==> src/rtl/ppu_vram_arb.sv <==
`default_nettype none
// ============================================================================
//  Module   : ppu_vram_arb
//  Purpose  : Arbitrates PPU video-memory ports between the render engine and
//             CPU PPUDATA accesses. Render requests always win their port; a
//             CPU access waits until its target port is free. The module
//             keeps the PPUADDR register with +1/+32 auto-increment, and the
//             PPUDATA read buffer (palette reads bypass it).
//  Revision : 1.0  initial release
// ----------------------------------------------------------------------------
//  Ports
//    i_clk, i_rstn          clock, asynchronous active-low reset
//    i_inc32                address step select (1: +32, 0: +1)
//    i_addr_ld, i_addr      PPUADDR load strobe and value (14 bit)
//    i_cpu_req/we/wdata     one-cycle PPUDATA access strobe, direction, data
//    o_cpu_busy/ack/rdata   access in progress, completion pulse, read data
//    i_rde_*_req/_addr      render-engine port claims and addresses
//    o_nt_*, i_nt_rdata     nametable port   (12-bit address, read/write)
//    o_pt_addr, i_pt_rdata  pattern port     (12-bit address, 16-bit, read only)
//    o_plt_*, i_plt_rdata   palette port     (5-bit address, read/write)
// ============================================================================
module ppu_vram_arb (
   input  logic        i_clk,
   input  logic        i_rstn,
   input  logic        i_inc32,
   input  logic        i_addr_ld,
   input  logic [13:0] i_addr,
   input  logic        i_cpu_req,
   input  logic        i_cpu_we,
   input  logic [7:0]  i_cpu_wdata,
   output logic        o_cpu_busy,
   output logic        o_cpu_ack,
   output logic [7:0]  o_cpu_rdata,
   input  logic        i_rde_nt_req,
   input  logic        i_rde_pt_req,
   input  logic        i_rde_plt_req,
   input  logic [11:0] i_rde_nt_addr,
   input  logic [11:0] i_rde_pt_addr,
   input  logic [4:0]  i_rde_plt_addr,
   output logic [11:0] o_nt_addr,
   output logic        o_nt_we,
   output logic [7:0]  o_nt_wdata,
   input  logic [7:0]  i_nt_rdata,
   output logic [11:0] o_pt_addr,
   input  logic [15:0] i_pt_rdata,
   output logic [4:0]  o_plt_addr,
   output logic        o_plt_we,
   output logic [7:0]  o_plt_wdata,
   input  logic [7:0]  i_plt_rdata
);

   localparam logic [1:0] S_IDLE   = 2'd0;
   localparam logic [1:0] S_WAIT   = 2'd1;
   localparam logic [1:0] S_ACCESS = 2'd2;
   localparam logic [1:0] S_RESP   = 2'd3;

   localparam logic [1:0] T_PT     = 2'd0;
   localparam logic [1:0] T_NT     = 2'd1;
   localparam logic [1:0] T_PLT    = 2'd2;

   logic [1:0]  r_state;
   logic [13:0] r_vaddr;   // PPUADDR
   logic [13:0] r_a;       // address latched for the in-flight access
   logic        r_we;
   logic [7:0]  r_wdata;
   logic [7:0]  r_buf;     // PPUDATA read buffer
   logic [7:0]  r_rdata;

   logic [1:0]  w_tgt;
   logic        w_port_free;
   logic        w_grant;
   logic        w_nt_sel;
   logic [4:0]  w_plt_idx;
   logic [11:0] w_pt_idx;
   logic [7:0]  w_pt_byte;
   logic [13:0] w_step;

   // Target decode of the latched address
   always_comb begin
      w_tgt = T_NT;
      if (!r_a[13])
         w_tgt = T_PT;
      else if (r_a[13:8] == 6'h3F)
         w_tgt = T_PLT;
   end

   // Entries 0x10/0x14/0x18/0x1C mirror the backdrop entries 0x00/0x04/...
   assign w_plt_idx = (r_a[4] && (r_a[1:0] == 2'b00)) ? {1'b0, r_a[3:0]} : r_a[4:0];
   // Bit 3 selects the bitplane, so it is dropped from the word address
   assign w_pt_idx  = {r_a[12], r_a[11:4], r_a[2:0]};
   assign w_pt_byte = r_a[3] ? i_pt_rdata[15:8] : i_pt_rdata[7:0];

   // A palette read also fetches the nametable byte underneath it to refill
   // the read buffer, so it needs both ports in the same cycle.
   always_comb begin
      w_port_free = 1'b0;
      case (w_tgt)
         T_PT:    w_port_free = !i_rde_pt_req;
         T_NT:    w_port_free = !i_rde_nt_req;
         T_PLT:   w_port_free = r_we ? !i_rde_plt_req
                                     : (!i_rde_plt_req && !i_rde_nt_req);
         default: w_port_free = 1'b0;
      endcase
   end

   assign w_grant  = (r_state == S_WAIT) && w_port_free;
   assign w_nt_sel = w_grant && ((w_tgt == T_NT) || ((w_tgt == T_PLT) && !r_we));
   assign w_step   = i_inc32 ? 14'd32 : 14'd1;

   // Memory ports: the CPU only takes a port in its grant cycle, and a grant
   // is never given while the render engine claims that port.
   assign o_nt_addr   = w_nt_sel ? r_a[11:0] : i_rde_nt_addr;
   assign o_nt_we     = w_grant && (w_tgt == T_NT) && r_we;
   assign o_nt_wdata  = r_wdata;
   assign o_pt_addr   = (w_grant && (w_tgt == T_PT)) ? w_pt_idx : i_rde_pt_addr;
   assign o_plt_addr  = (w_grant && (w_tgt == T_PLT)) ? w_plt_idx : i_rde_plt_addr;
   assign o_plt_we    = w_grant && (w_tgt == T_PLT) && r_we;
   assign o_plt_wdata = r_wdata;

   assign o_cpu_busy  = (r_state != S_IDLE);
   assign o_cpu_ack   = (r_state == S_RESP);
   assign o_cpu_rdata = r_rdata;

   always_ff @(posedge i_clk or negedge i_rstn) begin
      if (!i_rstn) begin
         r_state <= S_IDLE;
         r_vaddr <= 14'h0000;
         r_a     <= 14'h0000;
         r_we    <= 1'b0;
         r_wdata <= 8'h00;
         r_buf   <= 8'h00;
         r_rdata <= 8'h00;
      end else begin
         case (r_state)
            S_IDLE: begin
               if (i_cpu_req) begin
                  r_a     <= r_vaddr;
                  r_we    <= i_cpu_we;
                  r_wdata <= i_cpu_wdata;
                  r_state <= S_WAIT;
               end
            end
            S_WAIT: begin
               if (w_grant)
                  r_state <= S_ACCESS;
            end
            S_ACCESS: begin
               // Read data for the grant cycle's address is valid now
               if (!r_we) begin
                  case (w_tgt)
                     T_PT: begin
                        r_rdata <= r_buf;
                        r_buf   <= w_pt_byte;
                     end
                     T_NT: begin
                        r_rdata <= r_buf;
                        r_buf   <= i_nt_rdata;
                     end
                     default: begin
                        r_rdata <= i_plt_rdata;
                        r_buf   <= i_nt_rdata;
                     end
                  endcase
               end
               r_state <= S_RESP;
            end
            default: begin
               r_state <= S_IDLE;
            end
         endcase

         // A load in the same cycle overrides the increment; the in-flight
         // access keeps its own copy in r_a.
         if (i_addr_ld)
            r_vaddr <= i_addr;
         else if (r_state == S_RESP)
            r_vaddr <= r_vaddr + w_step;
      end
   end

endmodule
`default_nettype wire

==> config.mk <==
export PLATFORM = sky130hd
export DESIGN_NAME = ppu_vram_arb
export DESIGN_NICKNAME = d
export VERILOG_FILES = /design/src/rtl/ppu_vram_arb.sv
export SDC_FILE = /design/constraint.sdc
export NUM_CORES = 1
export LEC_CHECK = 0
export CORE_AREA = 2 2 88 90
export CTS_CLUSTER_SIZE = 40
export DETAILED_ROUTE_END_ITERATION = 12
export DIE_AREA = 0 0 90 92
export HOLD_SLACK_MARGIN = 0.05
export PLACE_DENSITY = 0.8
export SLEW_MARGIN = 10
export SYNTH_ARGS = -nofsm -noshare
export SYNTH_HDL_FRONTEND = slang
export SYNTH_SLANG_ARGS = --single-unit
==> constraint.sdc <==
create_clock -name i_clk -period 5.04 [get_ports i_clk]
set_input_delay 0.504 -clock i_clk [delete_from_list [all_inputs] [get_ports i_clk]]
set_output_delay 0.504 -clock i_clk [all_outputs]
set_load 0.01 [all_outputs]
==> results of run 1 <==
cell families after synthesis:
| kind of cell | Yosys count | synth area share (%) |
|---|---|---|
| AOI/OAI and AO/OA | 48 | 9.20 |
| xor gates and xnor gates | 12 | 3.30 |
| adders and majority gates | 7 | 2.75 |
| buffers and inverters | 28 | 5.35 |
| DFF | 55 | 43.3 |
| muxes | 71 | 25.6 |
| and+or+nand+nor | 71 | 10.6 |
per-stage QoR:
stage,utilization [%],hold slack [ps],worst slack [ps],instances
after detailed placement,62.4,471,1110,520
after global routing,63.6,373,589,528
final,63.6,319,781,528
after floorplan,-,208,2660,292
after global placement,62.4,462,1220,520
after CTS,63.6,343,757,528
cell usage in the layout, fill, tap and decap left out, types with 3 or more instances in the layout:
master / netlist / routed
xor2_1: 3 / 3
a21oi_1: 9 / 9
dfrtp_1: 55 / 55
ha_1: 7 / 7
nand2_1: 38 / 38
clkbuf_8: 0 / 5
nor3b_1: 5 / 4
nor2_1: 13 / 13
inv_1: 5 / 5
nand4_1: 3 / 3
mux2i_1: 19 / 19
clkdlybuf4s50_1: 0 / 147
mux2_2: 42 / 42
mux2_4: 10 / 10
xnor2_1: 9 / 9
o21ai_0: 32 / 32
sequential cells by signal, summed over array words and instances (netlist names):
| register | cells |
|---|---|
| r_we | 1 |
| r_state | 2 |
| o_nt_wdata | 8 |
| r_vaddr | 14 |
| r_a | 14 |
| r_buf | 8 |
| o_cpu_rdata | 8 |
power groups by stage:
| stage | combinational, uW | sequential, uW | clock [uW] |
|---|---|---|---|
| after floorplan | 614 | 763 | 0 |
| after global placement | 965 | 802 | 0 |
| after detailed placement | 994 | 813 | 0 |
| after CTS | 998 | 803 | 251 |
| after global routing | 1070 | 830 | 268 |
| final | 985 | 802 | 244 |
worst max-delay path by stage:
stage                              from       endpoint
finish              r_a[13]$_DFFE_PN0P_  o_nt_addr[11]
floorplan                  i_rde_nt_req  o_nt_addr[10]
global route        r_a[13]$_DFFE_PN0P_  o_nt_addr[11]
detailed placement  r_a[13]$_DFFE_PN0P_  o_nt_addr[11]
global placement    r_a[13]$_DFFE_PN0P_  o_nt_addr[11]
CTS                 r_a[13]$_DFFE_PN0P_  o_nt_addr[11]
per-layer routing:
metal	vias to the layer above	track usage, %
met5	-	0
met4	0	5.64
met3	11	5.59
met2	84	36.0
met1	1240	25.0
li1	1280	-
area by class of cell:
type / count / area [sq um]
Tap cell: 102 / 128
Clock inverter: 3 / 20.0
Timing Repair Buffer: 149 / 1480
Fill cell: 628 / 2710
Clock buffer: 5 / 68.8
Sequential cell: 55 / 1380
Multi-Input combinational cell: 209 / 1640
Inverter: 5 / 18.8
==> impl_metrics.csv, run 1 <==
group,metric,value,unit
run_status,run_status,"complete, no violations",
finish,syn_to_final_growth,48.8,%
power_and_ir_drop,total_power,2030,uW
worst_hold_path,hp-class,"in2async",
critical_path,worst_setup_path_start_kind,"flop",
clocking,worstSkewPairLatency,310,ps
floorplanning,core_region_area,7450,sq um
routing,wl_met3,469,um
floorplanning,dieHeight,92,um
timing,setup_violations,0,
synth,ys_seq_area_share,43.3,%
grt,gr-total-overflow,0,
routing,routed_length_on_met1,3530,um
timing,achievable-frequency,235,MHz
clocking,clockBufferDepth,2,
critical_path,data_required_time_of_the_worst_path,4540,ps
synth,synth_edf_count,0,
critical_path,timing.critical_path.fanout_max,24,
routing,antenna_left,0,
grt,first_pass_grt_wire_length,13600,um
synth,synthTopCellsByArea,"dfrtp_1 (43%), mux2_2 (15%), mux2i_1 (6.0%), o21ai_0 (5.0%), mux2_4 (4.7%)",
finish,postLayoutCellArea,4740,sq um
critical_path,path_delay_family,"compound AO/OA/AOI/OAI gates",
floorplanning,die_width,90,um
placement,dp_hpwl,6470,um
power_and_ir_drop,total_switching_power,733,uW
grt,grt_start_max_net_pins,56,
timing,max-slew-margin-rel,25.7,%
critical_path,crit_path_max_incr_delay,920,ps
synth,yosys_warnings,0,
clocking,post_cts_hold_buffer_count,0,
power_and_ir_drop,power.clock.fraction,12.0,%
clocking,cts.repair_timing.setup_buffer_count,0,
grt,grtUsageTotal,20.5,%
clocking,cts_tree,"built",
timing,period_needed,4260,ps
routing,routedWlPerCell,15.9,um
clocking,cts_made_buffers,5,
critical_path,crit-reg2reg-capture,"r_state[1]$_DFFE_PN0P_",
timing,finalHoldViolations,0,
floorplanning,top_level_ports,149,
routing,route.detailed.vias_per_inst,4.95,
placement,io_buffers,148,
routing,top_signal_layer_used,"met4",
critical_path,crit_path_top_delay_cell,"a311oi_4",
critical_path,rr_worst_depth,4,
critical_path,reg2reg_setup_slack,2690,ps
critical_path,cell_by_cell_listing_of_the_critical_path,"and3_1 -> a21oi_4 -> a311oi_4 -> mux2_2 -> clkdlybuf4s50_1",
clocking,cts.sink_count,55,
finish,number_of_nets_at_the_end_of_the_flow,524,
synth,ys_seq_elements,55,
power_and_ir_drop,powerDensity,429,nW/um^2
timing,timing.clock.skew,9.57,ps
finish,final_layout_size_suffix_gt1_share,16.0,%
power_and_ir_drop,cell_internal_pwr,1300,uW
finish,insertedDiodeCount,0,
critical_path,crit_cells,5,
synth,syn-mean-instance-area,10.9,sq um
clocking,root_buffer,"clkbuf_8",
synth,netlist.top_cell.by_area,"dfrtp_1",
timing,fin_setup_tns,0,ps
synth,synth_cells,292,
routing,detailroute.wirelength.met2,4280,um
timing,worstMarginPinSlew,1110,ps
power_and_ir_drop,leakage,0.00192,uW
synth,yosys.area.top_type_share,43.3,%
routing,dr_total_vias,2615,
synth,synthTopCellsByCount,"dfrtp_1 (55), mux2_2 (42), nand2_1 (38), o21ai_0 (32), mux2i_1 (19)",
critical_path,timing.rr.start,"r_a[13]$_DFFE_PN0P_",
synth,synth.most_common_cell,"dfrtp_1",
critical_path,critical_path_class,"reg2out",
synth,post_synth_instance_area,3180,sq um
grt,number_of_global_route_vias_before_repair,2659,
routing,drtPass1Iterations,4,
power_and_ir_drop,share_comb_of_total_power,48.5,%
critical_path,worst-endpoint-arrival,3750,ps
critical_path,sort_of_element_at_the_end_of_the_critical_path,"output port",
clocking,postCtsResizedCells,0,
floorplanning,die-area,8280,sq um
routing,total_wirelength_of_the_detailed_routed_design,8380,um
synth,synth_ff_type,"dfrtp_1",
timing,fraction_of_the_cycle_the_final_worst_path_needs,84.5,%
power_and_ir_drop,max-vdd-ir-drop,0.274,mV
routing,drt_iter0_markers,111,
synth,async_reset_ff_share,100,%
floorplanning,row_count,32,
timing,setup_repair_after_global_routing_missed_its_margin,"no",
routing,drt_drc_violations_left,0,
critical_path,cp_num_buf_inv,1,
timing,number_of_slew_limit_violations_in_the_final_report,0,
clocking,clk_pin_slew_worst_paths,100,ps
clocking,count_of_h_tree_levels_built_during_cts,2,
floorplanning,floorplan.initialDensity,42.7,%
placement,placement.cell_area,4650,sq um
grt,grt_antenna_before_repair,0,
power_and_ir_drop,share_of_total_power_consumed_by_net_switching,36.1,%
placement,place.gp.congestion,0.788,
synth,syn-num-nets,391,
power_and_ir_drop,seq_power_share,39.5,%
job,cap_viol_max_count,0,
synth,ys_types,33,
Power figures use the tool's default switching activity.
==> inputs of run 2 (changes only) <==
--- a/config.mk
+++ b/config.mk
@@ -5,12 +5,12 @@
 export SDC_FILE = /design/constraint.sdc
 export NUM_CORES = 1
 export LEC_CHECK = 0
-export CORE_AREA = 2 2 88 90
+export CORE_AREA = 2 2 91 93
 export CTS_CLUSTER_SIZE = 40
 export DETAILED_ROUTE_END_ITERATION = 12
-export DIE_AREA = 0 0 90 92
+export DIE_AREA = 0 0 93 95
 export HOLD_SLACK_MARGIN = 0.05
-export PLACE_DENSITY = 0.8
+export PLACE_DENSITY = 0.75
 export SLEW_MARGIN = 10
 export SYNTH_ARGS = -nofsm -noshare
 export SYNTH_HDL_FRONTEND = slang
==> constraint.sdc (replaced) <==
create_clock -name i_clk -period 4.2 [get_ports i_clk]
set_input_delay 0.42 -clock i_clk [delete_from_list [all_inputs] [get_ports i_clk]]
set_output_delay 0.42 -clock i_clk [all_outputs]
set_load 0.01 [all_outputs]
==> impl_metrics.csv, run 2 (synthesis results as in run 1) <==
group,metric,value,unit
run_status,run_status,"complete, no violations",
clocking,cts_tree,"built",
clocking,clockBufferDepth,2,
grt,grtUsageTotal,18.6,%
floorplanning,dieHeight,95,um
routing,route.detailed.vias_per_inst,4.92,
routing,routedWlPerCell,15.2,um
critical_path,worst-endpoint-arrival,3100,ps
clocking,postCtsResizedCells,0,
placement,place.gp.congestion,0.773,
timing,worstMarginPinSlew,1010,ps
power_and_ir_drop,powerDensity,511,nW/um^2
clocking,clk_pin_slew_worst_paths,90,ps
worst_hold_path,hp-class,"in2async",
routing,drt_drc_violations_left,0,
timing,period_needed,3520,ps
power_and_ir_drop,share_comb_of_total_power,48.6,%
timing,finalHoldViolations,0,
routing,drt_iter0_markers,56,
power_and_ir_drop,share_of_total_power_consumed_by_net_switching,35.3,%
finish,final_layout_size_suffix_gt1_share,16.6,%
power_and_ir_drop,total_switching_power,861,uW
grt,grt_antenna_before_repair,0,
timing,timing.clock.skew,7.20,ps
finish,commonest_cells_after_routing_fill_and_taps_aside,"clkdlybuf4s50_1 (147), dfrtp_1 (55), mux2_2 (42), nand2_1 (38), o21ai_0 (32)",
placement,io_buffers,148,
floorplanning,floorplan.initialDensity,40.1,%
timing,setup_violations,0,
grt,number_of_global_route_vias_before_repair,2713,
placement,dp_hpwl,6280,um
critical_path,worst_setup_path_start_kind,"flop",
finish,number_of_nets_at_the_end_of_the_flow,528,
clocking,cts.repair_timing.setup_buffer_count,0,
critical_path,crit_start,"r_a[13]$_DFFE_PN0P_",
critical_path,timing.rr.start,"r_a[13]$_DFFE_PN0P_",
clocking,worstSkewPairLatency,300,ps
floorplanning,die-area,8840,sq um
critical_path,reg2reg_setup_slack,2050,ps
finish,instances_no_fill,534,
clocking,cts.sink_count,55,
routing,antenna_left,0,
job,cap_viol_max_count,0,
routing,drtPass1Iterations,4,
routing,dr_total_vias,2625,
timing,fin_setup_tns,0,ps
floorplanning,row_count,33,
finish,final_common_cell,"clkdlybuf4s50_1",
grt,gr-total-overflow,0,
power_and_ir_drop,leakage,0.00195,uW
power_and_ir_drop,max-vdd-ir-drop,0.337,mV
clocking,cts_made_buffers,5,
grt,grt_start_max_net_pins,56,
power_and_ir_drop,power.clock.fraction,12.0,%
power_and_ir_drop,seq_power_share,39.4,%
floorplanning,top_level_ports,149,
finish,syn_to_final_growth,49.9,%
critical_path,timing.critical_path.fanout_max,24,
critical_path,sort_of_element_at_the_end_of_the_critical_path,"output port",
routing,total_wirelength_of_the_detailed_routed_design,8110,um
timing,setup_repair_after_global_routing_missed_its_margin,"no",
timing,number_of_slew_limit_violations_in_the_final_report,0,
finish,insertedDiodeCount,0,
timing,fraction_of_the_cycle_the_final_worst_path_needs,83.9,%
timing,achievable-frequency,284,MHz
clocking,post_cts_hold_buffer_count,0,
floorplanning,core_region_area,7930,sq um
critical_path,worst_setup_path_endpoint,"o_nt_addr[11]",
power_and_ir_drop,cell_internal_pwr,1580,uW
finish,reg_top3,"r_a x14, r_vaddr x14",
critical_path,rr_worst_depth,5,
critical_path,data_required_time_of_the_worst_path,3780,ps
floorplanning,die_width,93,um
placement,place_inst,527,
clocking,root_buffer,"clkbuf_8",
timing,max-slew-margin-rel,32.8,%
grt,first_pass_grt_wire_length,13000,um
clocking,count_of_h_tree_levels_built_during_cts,2,
critical_path,critical_path_class,"reg2out",
critical_path,crit-reg2reg-capture,"r_state[1]$_DFFE_PN0P_",
## run 2: changes by cell type in the layout (fill, tap and decap cells not counted), sizes merged
cell | previous run | this run
buf | 2 | 6
clkinvlp | 2 | 0
clkbuf | 5 | 6
## run 2: worst min path at each step
| stage | to | slack [ps] | cells after the start |
|---|---|---|---|
| 4_1_cts | o_cpu_rdata[2]$_DFFE_PN0P_ | 270 | 2 |
| 3_5_place_dp | o_cpu_rdata[3]$_DFFE_PN0P_ | 470 | 2 |
| 2_1_floorplan | o_cpu_rdata[0]$_DFFE_PN0P_ | 120 | 0 |
| 3_3_place_gp | o_cpu_rdata[3]$_DFFE_PN0P_ | 460 | 2 |
| 5_1_grt | o_cpu_rdata[2]$_DFFE_PN0P_ | 300 | 2 |
| 6_report | o_cpu_rdata[2]$_DFFE_PN0P_ | 250 | 2 |
## run 2: through the flow
step           hold WS, ps  cell area (sq um)  utilization, %  setup WS [ps]  power [uW]
3_5_place_dp           472               4680            59.0           1000        2170
2_1_floorplan          124               3180               -           1930        1650
6_report               246               4770            60.1            675        2440
4_1_cts                271               4770            60.1            672        2470
5_1_grt                302               4770            60.1            501        2630
3_3_place_gp           463               4680            59.0           1040        2130
## run 2: power by group through the flow
stage	registers, uW	logic, uW	clock network [uW]
floorplan	916	737	0
global placement	961	1170	0
detailed placement	974	1200	0
CTS	962	1210	304
global route	999	1300	325
finish	961	1190	292
## run 2: worst max-delay path: stages, from the launching register on
cell	delay (ps)
dfrtp_1	830
or2b_2	360
o221ai_2	200
a21oi_4	70
a311oi_4	280
buf_4	240
mux2_2	340
clkdlybuf4s50_1	480
## run 2: area by class of cell
| cell class | instances | area (sq um) |
|---|---|---|
| fill | 706 | 3160 |
| multi-input combinational | 209 | 1640 |
| timing repair buffer | 153 | 1510 |
| sequential | 55 | 1380 |
| tap | 105 | 131 |
| clock buffer | 6 | 82.6 |
| inverter | 5 | 18.8 |
| clock inverter | 1 | 5.00 |
## run 2: routing by layer
layer,part of all wire (%),track usage (%),vias up,routed length (um)
met4,0.73,3.43,0,59
met2,49,33.5,97,3980
met5,0,0,-,0
met3,7.7,4.31,4,621
li1,-,-,1281,-
met1,43,23.1,1243,3450
